File: config.mk
export PLATFORM = sky130hd
export DESIGN_NAME = act_scheduler_flat
export DESIGN_NICKNAME = d
export VERILOG_FILES = /design/src/rtl/act_pkg.sv /design/src/rtl/act_scheduler_if.sv /design/src/rtl/act_scheduler_relu_requant.sv /design/src/rtl/act_scheduler.sv /design/src/flat_wrapper.sv
export SDC_FILE = /design/constraint.sdc
export NUM_CORES = 1
export LEC_CHECK = 0
export ABC_CLOCK_PERIOD_IN_PS = 2300
export BUFFER_PORTS_ARGS = -buffer_cell sky130_fd_sc_hd__buf_2
export CAP_MARGIN = 20
export CORE_ASPECT_RATIO = 1.4
export CORE_MARGIN = 2
export CORE_UTILIZATION = 30
export CTS_CLUSTER_DIAMETER = 60
export DETAILED_ROUTE_END_ITERATION = 8
export GPL_ROUTABILITY_DRIVEN = 1
export PLACE_DENSITY = 0.56
export SLEW_MARGIN = 20
export SYNTH_ARGS = -nofsm -noshare
export SYNTH_HDL_FRONTEND = slang
export SYNTH_SLANG_ARGS = --single-unit
File: constraint.sdc
create_clock -name clk -period 2.3 [get_ports clk]
set_input_delay 0.345 -clock clk [delete_from_list [all_inputs] [get_ports clk]]
set_output_delay 0.345 -clock clk [all_outputs]
set_load 0.01 [all_outputs]
File: src/rtl/act_pkg.sv
// Shared types and default widths for the activation scheduler.
package act_pkg;

   typedef enum logic [2:0] {
      IDLE,
      GRANT,
      RUN,
      DRAIN,
      DONE
   } state_e;

   localparam int INBITS_DEF  = 8;
   localparam int OUTBITS_DEF = 8;

endpackage

File: src/rtl/act_scheduler_if.sv
// Activation buffer port: read strobe/address/data plus in-place write.
interface act_buf_if
   import act_pkg::*;
#(
   parameter int INBITS  = INBITS_DEF,
   parameter int OUTBITS = OUTBITS_DEF,
   parameter int ADDRW   = 8
);

   logic                      rd_en;
   logic [ADDRW-1:0]          rd_addr;
   logic signed [INBITS-1:0]  rd_data;
   logic                      wr_en;
   logic [ADDRW-1:0]          wr_addr;
   logic [OUTBITS-1:0]        wr_data;

   modport master (
      output rd_en, rd_addr, wr_en, wr_addr, wr_data,
      input  rd_data
   );

   modport slave (
      input  rd_en, rd_addr, wr_en, wr_addr, wr_data,
      output rd_data
   );

endinterface

File: src/rtl/act_scheduler_relu_requant.sv
// ReLU + arithmetic right shift, one register stage.
// ACT_SAT_EN: clamp to the signed output max instead of truncating.
module relu_requant
   import act_pkg::*;
#(
   parameter int INBITS  = INBITS_DEF,
   parameter int OUTBITS = OUTBITS_DEF,
   parameter int SHW     = 3
) (
   input  logic                     clk,
   input  logic                     reset,
   input  logic                     in_valid,
   input  logic signed [INBITS-1:0] x,
   input  logic [SHW-1:0]           sh,
   output logic                     out_valid,
   output logic [OUTBITS-1:0]       y
);

   localparam int W = (INBITS > OUTBITS) ? INBITS : OUTBITS;
   localparam logic [W-1:0] MAXV =
      {{(W-OUTBITS+1){1'b0}}, {(OUTBITS-1){1'b1}}};

   logic [W-1:0]       t;
   logic [OUTBITS-1:0] a;

   always_comb begin
      t = '0;
      if (!x[INBITS-1]) t = W'($unsigned(x)) >> sh;
`ifdef ACT_SAT_EN
      if (t > MAXV) t = MAXV;
`else
`endif
      a = t[OUTBITS-1:0];
   end

   always_ff @(posedge clk) begin
      if (reset) begin
         out_valid <= 1'b0;
         y         <= '0;
      end else begin
         out_valid <= in_valid;
         if (in_valid) y <= a;
      end
   end

endmodule

File: src/rtl/act_scheduler.sv
// Round-robin owner of the shared ReLU/requant path over the act buffer.
// ACT_SAT_EN selects saturating write-back in relu_requant.
module act_scheduler
   import act_pkg::*;
#(
   parameter int NREQ    = 2,
   parameter int INBITS  = INBITS_DEF,
   parameter int OUTBITS = OUTBITS_DEF,
   parameter int ADDRW   = 8,
   parameter int LENW    = 8,
   parameter int SHW     = 3
) (
   input  logic                  clk,
   input  logic                  reset,
   input  logic [NREQ-1:0]       req,
   input  logic [NREQ*ADDRW-1:0] base,
   input  logic [NREQ*LENW-1:0]  len,
   input  logic [NREQ*SHW-1:0]   shift,
   output logic [NREQ-1:0]       gnt,
   output logic [NREQ-1:0]       done,
   output logic                  busy,
   act_buf_if.master             abuf
);

   localparam int PW = $clog2(NREQ);

   state_e state_q, state_d;

   logic [PW-1:0]    rr_q, owner_q, pick;
   logic             found;
   logic [ADDRW-1:0] base_q, ra_q, wa_q;
   logic [LENW-1:0]  len_q, k_q;
   logic [SHW-1:0]   shift_q;
   logic             rv_q, wv;
   logic [OUTBITS-1:0] wd;

   always_comb begin : arb
      int j;
      found = 1'b0;
      pick  = '0;
      j     = 0;
      for (int i = 0; i < NREQ; i++) begin
         j = int'(rr_q) + i;
         if (j >= NREQ) j = j - NREQ;
         if (!found && req[j]) begin
            found = 1'b1;
            pick  = PW'(j);
         end
      end
   end

   always_comb begin
      state_d = state_q;
      unique case (state_q)
         IDLE:    if (found) state_d = GRANT;
         GRANT:   state_d = (len_q == '0) ? DONE : RUN;
         RUN:     if (k_q == len_q - LENW'(1)) state_d = DRAIN;
         DRAIN:   state_d = DONE;
         DONE:    state_d = IDLE;
         default: state_d = IDLE;
      endcase
   end

   always_comb begin
      busy         = (state_q != IDLE);
      gnt          = busy ? (NREQ'(1) << owner_q) : '0;
      done         = (state_q == DONE) ? (NREQ'(1) << owner_q) : '0;
      abuf.rd_en   = (state_q == RUN);
      abuf.rd_addr = abuf.rd_en ? base_q + ADDRW'(k_q) : '0;
   end

   always_ff @(posedge clk) begin
      if (reset) begin
         state_q <= IDLE;
         rr_q    <= '0;
         owner_q <= '0;
         base_q  <= '0;
         len_q   <= '0;
         shift_q <= '0;
         k_q     <= '0;
         rv_q    <= 1'b0;
         ra_q    <= '0;
         wa_q    <= '0;
      end else begin
         state_q <= state_d;
         if (state_q == IDLE && found) begin
            owner_q <= pick;
            base_q  <= base[int'(pick)*ADDRW +: ADDRW];
            len_q   <= len[int'(pick)*LENW +: LENW];
            shift_q <= shift[int'(pick)*SHW +: SHW];
         end
         if (state_q == GRANT) k_q <= '0;
         else if (state_q == RUN) k_q <= k_q + LENW'(1);
         if (state_q == DONE)
            rr_q <= (owner_q == PW'(NREQ-1)) ? '0 : owner_q + PW'(1);
         // read data lands one cycle after the strobe; track its address
         rv_q <= abuf.rd_en;
         ra_q <= abuf.rd_addr;
         wa_q <= ra_q;
      end
   end

   relu_requant #(
      .INBITS  (INBITS),
      .OUTBITS (OUTBITS),
      .SHW     (SHW)
   ) u_act (
      .clk       (clk),
      .reset     (reset),
      .in_valid  (rv_q),
      .x         (abuf.rd_data),
      .sh        (shift_q),
      .out_valid (wv),
      .y         (wd)
   );

   assign abuf.wr_en   = wv;
   assign abuf.wr_addr = wa_q;
   assign abuf.wr_data = wd;

endmodule

File: src/flat_wrapper.sv
// flat-port wrapper written by rule: the top's interface ports become plain ports
module act_scheduler_flat import act_pkg::*;
#(
   parameter int NREQ    = 2,
   parameter int INBITS  = INBITS_DEF,
   parameter int OUTBITS = OUTBITS_DEF,
   parameter int ADDRW   = 8,
   parameter int LENW    = 8,
   parameter int SHW     = 3
)
  (clk, reset, req, base, len, shift, gnt, done, busy, abuf_rd_en, abuf_rd_addr, abuf_wr_en, abuf_wr_addr, abuf_wr_data, abuf_rd_data);
  act_buf_if #(.INBITS(INBITS), .OUTBITS(OUTBITS), .ADDRW(ADDRW)) abuf_i ();
  input  logic clk;
  input  logic reset;
  input  logic [NREQ-1:0] req;
  input  logic [NREQ*ADDRW-1:0] base;
  input  logic [NREQ*LENW-1:0] len;
  input  logic [NREQ*SHW-1:0] shift;
  output logic [NREQ-1:0] gnt;
  output logic [NREQ-1:0] done;
  output logic busy;
  output wire logic [$bits(abuf_i.rd_en)-1:0] abuf_rd_en;
  output wire logic [$bits(abuf_i.rd_addr)-1:0] abuf_rd_addr;
  output wire logic [$bits(abuf_i.wr_en)-1:0] abuf_wr_en;
  output wire logic [$bits(abuf_i.wr_addr)-1:0] abuf_wr_addr;
  output wire logic [$bits(abuf_i.wr_data)-1:0] abuf_wr_data;
  input wire logic [$bits(abuf_i.rd_data)-1:0] abuf_rd_data;
  assign abuf_rd_en = abuf_i.rd_en;
  assign abuf_rd_addr = abuf_i.rd_addr;
  assign abuf_wr_en = abuf_i.wr_en;
  assign abuf_wr_addr = abuf_i.wr_addr;
  assign abuf_wr_data = abuf_i.wr_data;
  assign abuf_i.rd_data = abuf_rd_data;
  act_scheduler #(.NREQ(NREQ), .INBITS(INBITS), .OUTBITS(OUTBITS), .ADDRW(ADDRW), .LENW(LENW), .SHW(SHW)) u_core (.clk(clk), .reset(reset), .req(req), .base(base), .len(len), .shift(shift), .gnt(gnt), .done(done), .busy(busy), .abuf(abuf_i));
endmodule
==> flow_summary.json <==
{
  "status": "complete, but fails checks",
  "violations": "setup timing",
  "post-route-drc-count": 0,
  "cp_cell_sequence": "ha_4 > fa_2 > a21o_1 > a21o_1 > a21oi_2 > buf_4 > nand2_2 > nand3_2 > buf_6",
  "critPathCaptureType": "primary output",
  "total_power_mw": 3.742,
  "diodes": 0,
  "start_util_pct": 30.68,
  "drt_pass1_iterations": 6,
  "hold_viol": 0,
  "grt_pass1_vias": 2598,
  "async_flop_share_pct": 0,
  "antenna_found_initial": 0,
  "final_core_util_pct": 40.14,
  "port_buffers": 80,
  "ctsHtreeMaxLevel": 3,
  "netlist_top_cells_count": "dfxtp_1, nor2_1, mux2i_1",
  "grt_overflow": 0,
  "cts_tree": "done",
  "boundaryPins": 81,
  "syn_area_per_cell_um2": 9.371,
  "r2r_end": "u_core.ra_q[6]",
  "placed_cells": 548,
  "synth_edf_count": 0,
  "wl_mm": 7.581,
  "grtUsageTotal_pct": 13.59,
  "min-delay-start": "base[11]",
  "crit_type": "reg -> out",
  "max_stage_delay_ps": 350,
  "ir_drop_mv": 0.4963,
  "ant_nets": 0,
  "path_delay_family": "compound AO/OA/AOI/OAI gates",
  "postCtsHoldBufs": 0,
  "fin_skew_ps": 5.192,
  "drv_cap": 0,
  "core_um2": 10290,
  "synth-main-ff-cell": "dfxtp_1",
  "setup_viol": 4,
  "die_area_um2": 11370,
  "fp.dieH_um": 125.4,
  "cp.required_ps": 1960,
  "synth_cells": 337,
  "yosys.cell_count.top_type": "dfxtp_1",
  "worst-r2r-setup-slack_ps": 440,
  "cp-start-kind": "register",
  "timing.final.ws_setup_ps": -168.2,
  "clk_latency_ps": 330,
  "route.vias.total": 2692,
  "yosysTopAreaCell": "dfxtp_1",
  "rows": 44,
  "rsz0062_at_grt": "true",
  "holdPathStages": 3,
  "min_to": "u_core.base_q[3]",
  "drt-initial-drc-count": 44,
  "synthesis.area_um2": 3158,
  "hold_class": "in -> reg",
  "synth.distinct_cells": 53,
  "syn-num-nets": 397,
  "instances_no_fill": 570,
  "min_period_ps": 2468,
  "setup-tns-final_ps": -334.1,
  "grt_max_degree": 33,
  "crit_slowest_cell": "dfxtp_4",
  "worstPathMaxFanout": 3,
  "relSlewSlack_pct": 69.79,
  "tightest_slew_ps": 452.6,
  "ys_ff_latch": 58,
  "clkSlewWorstSetupHoldPaths_ps": 50,
  "synthTopCellsByArea": "dfxtp_1, mux2i_1, nor2_1",
  "viasPerCell": 4.723,
  "die_w_um": 90.71,
  "cts_buffer_depth": 2,
  "place_hpwl_mm": 5.655,
  "drv_slew": 0,
  "crit_arrival_ps": 2120,
  "cts-root-buf": "clkbuf_16",
  "cellPowerDensity_nw_per_um2": 905.5,
  "drive_above_1_share_pct": 34.49,
  "nets": 487,
  "yosysTopAreaCellShare_pct": 36.77,
  "timing.rr.start": "u_core.k_q[0]",
  "period_share_pct": 107.3,
  "wl_per_cell_um": 13.30,
  "seq_area_frac_synth_pct": 36.77,
  "syn2layout_area_growth_pct": 30.86,
  "yosysWarningCount": 0,
  "cts.sinks": 58,
  "reg2reg_depth": 8,
  "critical_path_buf_inv_count": 2,
  "crit_path_frequent_cell": "a21o_1",
  "grt_pass1_wl_mm": 12.28,
  "globalplace.congestion": 0.7927,
  "fmax_mhz": 405.2,
  "p_leak_nw": 1.909,
  "numCtsBuffers": 9
}
power by group:
group	leakage [nW]	internal [mW]	switching (mW)
logic	1.28	0.509	0.589
clock network	0.151	0.890	0.453
registers	0.475	1.14	0.162
flip-flops by register name, summed over array words and instances (netlist names):
name / count
u_core.abuf.wr_addr: 8
u_core.base_q: 8
u_core.k_q: 8
u_core.len_q: 8
u_core.ra_q: 8
u_core.u_act.y: 8
u_core.shift_q: 3
u_core.state_q: 3
u_core.owner_q: 1
u_core.rr_q: 1
u_core.rv_q: 1
u_core.u_act.out_valid: 1
per-stage QoR:
step | worst slack (ps) | hold WS, ps | instance area [um^2]
floorplan | 189.4 | 413.8 | 3158
global placement | 43.68 | 417.9 | 3716
detailed placement | 9.794 | 423.4 | 3716
CTS | -145.4 | 363.2 | 4071
global route | -217.3 | 379.2 | 4133
finish | -168.2 | 366.4 | 4133
per-layer routing:
metal	vias up	track usage, %	wire length (um)
met5	-	0	0
met4	0	6.968	133
met3	6	3.614	387
met2	69	23.22	3762
met1	1243	15.48	3297
li1	1374	-	-
kinds of logic (layout without fill, tap and decap cells):
logic type	Yosys count	after routing	synth area share, %
AO/OA/AOI/OAI	51	51	13.23
XOR/XNOR	19	19	5.269
adder cells (fa/ha/maj)	10	10	4.200
buffers and inverters	26	121	4.714
flip-flops	58	58	36.77
multiplexers	37	37	12.96
AND/OR/NAND/NOR	136	136	22.86
how the worst max path moves through the flow:
stage	from	end	slack, ps	cells after the start
2_1_floorplan	u_core.k_q[0]	abuf_rd_addr[6]	190	7
3_3_place_gp	u_core.k_q[0]	abuf_rd_addr[6]	40	8
3_5_place_dp	u_core.k_q[0]	abuf_rd_addr[6]	10	8
4_1_cts	u_core.base_q[0]	abuf_rd_addr[6]	-150	8
5_1_grt	u_core.base_q[0]	abuf_rd_addr[6]	-220	9
6_report	u_core.base_q[0]	abuf_rd_addr[6]	-170	9
cell usage in the layout (no fill, tap or decap), drive strengths merged, types with 2 or more instances in the layout:
cell type / instances
o21ai: 6
and2: 4
o211ai: 3
dfxtp: 58
a21o: 7
ha: 9
nand4: 3
nand3: 9
nand2b: 4
xor2: 11
nor4b: 2
inv: 5
nor2: 57
xnor2: 8
buf: 98
or4b: 2
a21oi: 8
mux4: 3
nand4b: 3
clkinv: 5
nor2b: 18
nor3b: 6
a211oi: 19
and3: 2
mux2i: 33
nor3: 6
nand2: 16
clkbuf: 11
a41oi: 2
layout make-up:
cell class                 instances  area (um^2)
timing repair buffer              98        558.0
clock inverter                     5        52.55
multi-input combinational        253         1901
tap                              138        172.7
clock buffer                      11        252.7
sequential                        58         1169
inverter                           7        27.53
fill                            1045         6162
what timing repair did:
item	CTS	global route
resized for setup	9	8
hold endpoints to repair	0	0
setup buffers	3	3
endpoints found under the setup margin	5	5
pin swaps	11	5
tightest hold or removal path: stages:
cell and delay [ps]:
buf_2 90, mux2i_1 120, a211oi_1 80
No activity file was read; power rests on OpenSTA's default activity.
